--- config.mk ---
export PLATFORM = sky130hd
export DESIGN_NAME = rr_arb_b2oh
export DESIGN_NICKNAME = d
export VERILOG_FILES = /design/src/rtl/rr_arb_b2oh_pkg.sv /design/src/rtl/rr_arb_b2oh_b2oh.sv /design/src/rtl/rr_arb_b2oh.sv
export SDC_FILE = /design/constraint.sdc
export NUM_CORES = 1
export LEC_CHECK = 0
export CORE_MARGIN = 3
export CORE_UTILIZATION = 57
export CTS_BUF_LIST = sky130_fd_sc_hd__clkbuf_4
export DETAILED_ROUTE_END_ITERATION = 6
export PLACE_DENSITY_LB_ADDON = 0.05
export SYNTH_ARGS = -nofsm -noshare
export SYNTH_HDL_FRONTEND = slang
export SYNTH_SLANG_ARGS = --single-unit
export TNS_END_PERCENT = 5
--- constraint.sdc ---
create_clock -name clk -period 4.1 [get_ports clk]
set_input_delay 0.82 -clock clk [delete_from_list [all_inputs] [get_ports clk]]
set_output_delay 0.82 -clock clk [all_outputs]
set_load 0.05 [all_outputs]
--- src/rtl/rr_arb_b2oh_pkg.sv ---
// Shared definitions for the round-robin arbiter: FSM encoding and default sizing.
// Latency: n/a (types and constants only).
// Backpressure: n/a.
package rr_arb_b2oh_pkg;

  localparam int DEF_N        = 3;
  localparam int DEF_HOLD_MAX = 15;

  typedef enum logic {
    ST_IDLE  = 1'b0,
    ST_GRANT = 1'b1
  } state_t;

endpackage

--- src/rtl/rr_arb_b2oh_b2oh.sv ---
// Binary index to one-hot decoder.
// Latency: combinational, zero cycles.
// Backpressure: none; pure function of bin.
// Ports: bin (N-bit binary index) -> oh (2**N-bit one-hot vector).
module b2oh #(
  parameter int N = 3
) (
  input  logic [N-1:0]      bin,
  output logic [2**N-1:0]   oh
);

  always_comb begin
    oh      = '0;
    oh[bin] = 1'b1;
  end

endmodule

--- src/rtl/rr_arb_b2oh.sv ---
// Round-robin arbiter granting one of 2**N requesters, with forced release after HOLD_MAX cycles.
// Latency: req sampled on edge k -> grant visible after edge k; every release spends one cycle in IDLE.
// Backpressure: owner holds the grant until done, req withdrawal, or hold expiry (timeout pulse).
// Ports: clk, rst_n (async active-low); req[2**N], done in;
//        grant[2**N] one-hot, grant_idx[N], grant_valid, timeout (1-cycle pulse) out.
module rr_arb_b2oh
  import rr_arb_b2oh_pkg::*;
#(
  parameter int N        = DEF_N,
  parameter int HOLD_MAX = DEF_HOLD_MAX
) (
  input  logic              clk,
  input  logic              rst_n,
  input  logic [2**N-1:0]   req,
  input  logic              done,
  output logic [2**N-1:0]   grant,
  output logic [N-1:0]      grant_idx,
  output logic              grant_valid,
  output logic              timeout
);

  localparam int NR = 2**N;
  localparam int CW = $clog2(HOLD_MAX + 1);

  state_t          state;
  logic [N-1:0]    ptr;
  logic [CW-1:0]   cnt;

  logic            win_vld;
  logic [N-1:0]    win_idx;
  logic [N-1:0]    scan_idx;
  logic            owner_req;
  logic            hold_exp;
  logic            release_now;
  logic [NR-1:0]   idx_oh;

  // Priority scan starting at ptr. Offsets are visited from the far end
  // toward 0 so the last hit (smallest offset from ptr) wins.
  always_comb begin
    win_vld  = 1'b0;
    win_idx  = ptr;
    scan_idx = ptr;
    for (int k = NR - 1; k >= 0; k--) begin
      scan_idx = ptr + N'(k);
      if (req[scan_idx]) begin
        win_vld = 1'b1;
        win_idx = scan_idx;
      end
    end
  end

  assign owner_req   = req[grant_idx];
  assign hold_exp    = (cnt == CW'(HOLD_MAX - 1));
  assign release_now = done || !owner_req || hold_exp;

  always_ff @(posedge clk or negedge rst_n) begin
    if (!rst_n) begin
      state       <= ST_IDLE;
      ptr         <= '0;
      cnt         <= '0;
      grant_idx   <= '0;
      grant_valid <= 1'b0;
      timeout     <= 1'b0;
    end else begin
      timeout <= 1'b0;
      case (state)
        ST_IDLE: begin
          if (win_vld) begin
            grant_idx   <= win_idx;
            grant_valid <= 1'b1;
            cnt         <= '0;
            state       <= ST_GRANT;
          end
        end
        ST_GRANT: begin
          if (release_now) begin
            grant_valid <= 1'b0;
            ptr         <= grant_idx + N'(1);
            cnt         <= '0;
            // Only a pure expiry counts as a timeout; a done or withdrawal
            // on the same edge is a normal release.
            timeout     <= hold_exp && !done && owner_req;
            state       <= ST_IDLE;
          end else begin
            cnt <= cnt + CW'(1);
          end
        end
        default: state <= ST_IDLE;
      endcase
    end
  end

  b2oh #(.N(N)) u_b2oh (
    .bin (grant_idx),
    .oh  (idx_oh)
  );

  // Gating with the registered valid keeps grant purely a function of state.
  assign grant = idx_oh & {NR{grant_valid}};

endmodule
* After elaboration in Yosys (flattened, before gate mapping)
Index checks and enable logic that the tools add are counted.
Cells by class: $lt $le $gt $ge 10, add/subtract/negate cells 9, multiplexer cells 47, bitwise gates (word level) 2, eq/ne operators 3, reductions and logical operators 10
Operators by type and width (count):
- < comparator 3 x 4 -> 1 bit, second input constant | 9
- binary-select mux 1 bit (select 3 bit) | 9
- 2-to-1 mux 1 bit | 24
- 2-to-1 mux 3 bit | 8
- adder 3 bit, second input constant | 4
- bitwise AND 8 bit | 1
- 2-to-1 mux 4 bit | 2
- case mux 4 bit (2 select lines) | 1
- adder 3 x 1 -> 3 bit, second input constant | 2
- adder 3 x 2 -> 3 bit, second input constant | 2
- AND reduction 2 bit | 3
- adder 4 x 1 -> 4 bit, second input constant | 1
- equality test 4 bit, second input constant | 1
- case mux 1 bit (2 select lines) | 2
- demux 1 bit (select 3 bit) | 1
- greater-or-equal comparator 3 x 1 -> 1 bit, second input constant | 1
- logical AND 1 bit | 3
- logical NOT 1 bit | 2
- logical OR 1 bit | 2
- inequality test 2 x 1 -> 1 bit, second input constant | 1
- inequality test 2 bit, second input constant | 1
- NOT 1 bit | 1
Word-level totals: register bits after elaboration 13, word-level logic and storage cells 87, input bits 11

* Logic depth before layout (Yosys ltp)
word-level depth 13, gate-level depth with buffers 11, depth with buffers taken out 8

* Hierarchy
From an unflattened synthesis, not the netlist that was laid out.
Second synthesis, totals: cells, all modules 183, area, all modules 1798.0 µm²
Modules (own cells, without submodules):
- rr_arb_b2oh | instances 1, cells each 175, area each 1732.9 µm²
- b2oh | instances 1, cells each 8, area each 65.1 µm²

* Worst setup path after synthesis
No wires, ideal clock.
path type register -> register, start point reg ptr[0], end point reg grant_idx[2], cell stages (with the launch flop) 12, path buffers 3, data arrival time 2.734 ns, data required time 3.972 ns, slack 1.239 ns, cell sequence dfrtp_1 > buf_6 > buf_8 > inv_1 > ha_1 > clkbuf_1 > mux4_2 > a21o_1 > o32a_4 > o31ai_4 > nor2b_1 > a21oi_1
On the way: longest elaborated chain between the ends 12, elaborated cells on any way between the ends 40, classes of those cells 7 x add/sub; 32 x mux; 1 x reduce/logical
Ends and longest elaborated chain:
- start: declaration | RTL line rr_arb_b2oh.sv:26 | logic [N-1:0] ptr;
- start signal: assignment | RTL line rr_arb_b2oh.sv:78 | ptr <= grant_idx + N'(1);
- adder 3 bit | RTL line rr_arb_b2oh.sv:44 | scan_idx = ptr + N'(k);
- binary-select mux 1 bit (select 3 bit) | RTL line rr_arb_b2oh.sv:45 | if (req[scan_idx]) begin
- 2-to-1 mux 1 bit (implied by the code) | RTL line rr_arb_b2oh.sv:45
- 2-to-1 mux 1 bit (8 in a row) | RTL line rr_arb_b2oh.sv:45
- AND reduction 2 bit (no line)
- end signal: assignment | RTL line rr_arb_b2oh.sv:69 | grant_idx <= win_idx;
- end: declaration | RTL line rr_arb_b2oh.sv:17 | output logic [N-1:0] grant_idx,
Parallel ways exist; a longest one is shown, timed or not. The select of a mux whose other input is x is not followed. A chain may end at the register's enable or synchronous reset.

* Worst setup path after layout
start point in req[3], end point reg grant_idx[2]
On the way: longest elaborated chain between the ends 11, elaborated cells on any way between the ends 33, classes of those cells 32 x mux; 1 x reduce/logical
Ends and longest elaborated chain:
- start: declaration | RTL line rr_arb_b2oh.sv:14 | input logic [2**N-1:0] req,
- binary-select mux 1 bit (select 3 bit) | RTL line rr_arb_b2oh.sv:45
- 2-to-1 mux 1 bit (implied by the code) | RTL line rr_arb_b2oh.sv:45
- 2-to-1 mux 1 bit (8 in a row) | RTL line rr_arb_b2oh.sv:45
- AND reduction 2 bit (no line)
Parallel ways exist; a longest one is shown, timed or not. The select of a mux whose other input is x is not followed.

==> summary.md <==
| Metric | Value |
|---|---|
| Status | complete, no violations |
| Htree depth | 1 |
| RSZ-0062 raised after global routing | false |
| Vias per cell | 6.87 |
| Ant. Diodes | 0 |
| Fin crit share | 0.762 |
| Dpl hpwl | 2910 µm |
| Layout cell share with drive strength beyond 1 | 0.152 |
| Resized Gates After CTS | 0 |
| Slew Viols, Final | 0 |
| Worst slack after detailed placement | 0.685 ns |
| Drt pass-1 iters | 4 |
| Antenna violations before repair | 0 |
| Clock Skew | 0.00207 ns |
| CTS tree | yes |
| DRC viols | 0 |
| Remaining antenna violation count after routing | 0 |
| Ports | 24 |
| Die width | 60.3 µm |
| Max Clk Rate | 320 MHz |
| Critical Path AT | 3.28 ns |
| Hold-fix buffers, CTS | 0 |
| Worst setup margin | 0.977 ns |
| Post-Syn Instances | 159 |
| CORE AREA | 2780 µm² |
| Synthesis-to-layout area growth | 15.2% |
| Avg Inst Size Synth | 10.6 µm² |
| Synth async-reset ratio | 1.00 |
| Distinct cell type count after synthesis | 47 |
| Met3 usage | 0.0324 |
| # setup viols final | 0 |
| Initial Util | 0.605 |
| Syn Nets | 175 |
| Req. time, crit path | 4.26 ns |
| Multi-input combinational cell area | 1260 µm² |
| Worst skew pair latency | 0.28 ns |
| Clock buffer depth | 2 |
| Filler cells | 213 |
| Largest net degree at the start of global routing | 24 |
| Total wire length | 3880 µm |
| Least-Margin Pin Slew | 0.792 ns |
| M2 GR Usage | 0.370 |
| Die height | 60.3 µm |
| Number of CTS-inserted buffers | 3 |
| MaxCap Viol Count | 0 |
| Slew margin rel. | 0.472 |
| Via count | 1436 |
| Total die area | 3640 µm² |
| First-pass GRT wire length | 6490 µm |
| Top FF cell, synth | dfrtp_1 |
| Wire length per cell | 18.6 µm |
| Gpl congestion | 0.878 |
| Worst setup SP type | input port |
| Post-Syn Area | 1680 µm² |
| Met1 GRT Util | 0.360 |
| Worst-path fanout max | 8 |
| Hold Path Class | register to register |
| Syn. warnings | 0 |
| DRT iter0 DRCs | 65 |
| Final min period | 3.12 ns |
| Number of synthesized flops with an enable pin | 0 |
| Total global routing overflow | 0 |
| Crit path kind | input port to register |
| Cell Rows | 19 |
| Clk sinks | 13 |
| Tot GR Track Use | 0.235 |
| Final net count | 195 |
| Clk root buf | clkbuf_4 |
| Vias in the first global route | 1338 |
| CP Capture Type | register |
| Post-route setup TNS | 0 ns |
| Port Buffer Count | 23 |
| GRT Max-Usage Layer | met2 |
| # Post-CTS Setup Buffers | 0 |
| Register area | 325 µm² |
| CTS clk-pin slew, worst paths | 0.08 ns |
| Sequential-to-total area share from yosys stat | 0.193 |
| Hold Fails Final Rpt | 0 |
| Post-synthesis register bit count | 13 |
## worst max-delay path, cell delays in order
cell	delay, ns
clkdlybuf4s50_1	0.53
mux4_1	0.69
mux2_2	0.37
nand4bb_4	0.27
o31ai_4	0.37
nor2b_1	0.18
a21oi_1	0.05
## path summary, 6_finish.rpt
| kind | cells past startpoint | endpoint | slack, ns | from |
|---|---|---|---|---|
| worst max-delay path | 7 | grant_idx[2] | 0.98 | req[3] |
| worst min-delay path | 1 | cnt[2] | 0.53 | cnt[2] |
| worst max register to register | 8 | grant_idx[2] | 1.31 | ptr[1] |
| worst min register to register | 1 | cnt[2] | 0.53 | cnt[2] |
| max in group asynchronous | 1 | ptr[1] | 2.81 | rst_n |
| min in group asynchronous | 1 | cnt[2] | 0.91 | rst_n |
## Yosys cell counts, drive strengths merged, types with 2 or more instances
library cell / n / area [µm²]
mux2: 8 / 90.1
nand2: 12 / 45.0
nor4: 3 / 33.8
nor3: 3 / 15.0
a211oi: 2 / 15.0
a21o: 2 / 15.0
mux2i: 12 / 120
nor3b: 3 / 22.5
a22oi: 4 / 30.0
nand3: 2 / 10.0
dfrtp: 13 / 325
o211ai: 2 / 15.0
nor2: 11 / 41.3
nand2b: 5 / 31.3
o31ai: 3 / 41.3
mux4: 15 / 372
a21oi: 9 / 45.0
nor2b: 2 / 12.5
xor2: 3 / 26.3
ha: 5 / 62.6
inv: 9 / 33.8
clkbuf: 6 / 22.5
buf: 4 / 36.3
a22o: 3 / 26.3
and3: 2 / 12.5
## stage by stage
step | hold WS (ns) | instances | utilization | instance area [µm²]
floorplan | 0.472 | 159 | - | 1680
global placement | 0.488 | 205 | 0.686 | 1910
detailed placement | 0.520 | 205 | 0.686 | 1910
CTS | 0.534 | 209 | 0.696 | 1940
global route | 0.564 | 209 | 0.696 | 1940
finish | 0.529 | 209 | 0.696 | 1940
## sequential cells by signal, indices dropped and copies added, names as in the netlist
register     count
grant_idx        3
timeout          1
ptr              3
grant_valid      1
state            1
cnt              4
## cell families after synthesis
logic type,after synthesis,synth area share
mux,35,0.346
simple gates,48,0.176
xor+xnor,4,0.0208
fa+ha+maj,5,0.0372
compound gates,35,0.172
buf+inv,19,0.0551
flops,13,0.193
## per-layer routing
| metal | up-vias | part of all wire |
|---|---|---|
| li1 | 671 | - |
| met1 | 709 | 0.45 |
| met2 | 54 | 0.49 |
| met3 | 2 | 0.057 |
| met4 | 0 | 0.0021 |
| met5 | - | 0 |
## cell type report
type                    count  area share
well taps                  31      0.0200
clock buffers               4      0.0155
repair buffers             25       0.127
inverters                   9      0.0174
flip-flops and latches     13       0.168
multi-input cells         127       0.652
## layout by cell type, fill, tap and decap left out, types with 2 or more instances in the layout
cell,count
nor3_1,3
nand3_1,2
a22o_1,3
nor2_1,11
nor3b_1,3
inv_1,9
a22oi_1,4
a21oi_1,9
mux4_1,9
nor2b_1,2
clkdlybuf4s50_1,23
dfrtp_1,13
o211ai_1,2
buf_4,2
a211oi_1,2
clkbuf_4,4
mux2_2,8
nor4_1,2
mux2i_1,12
nand2_1,12
ha_1,5
and3_1,2
xor2_1,3
mux4_2,6
nand2b_1,5
a21o_1,2
Power is left out: the tool's default activity adds up to more than one toggle a clock period on the data nets, which glitch-free logic cannot reach.
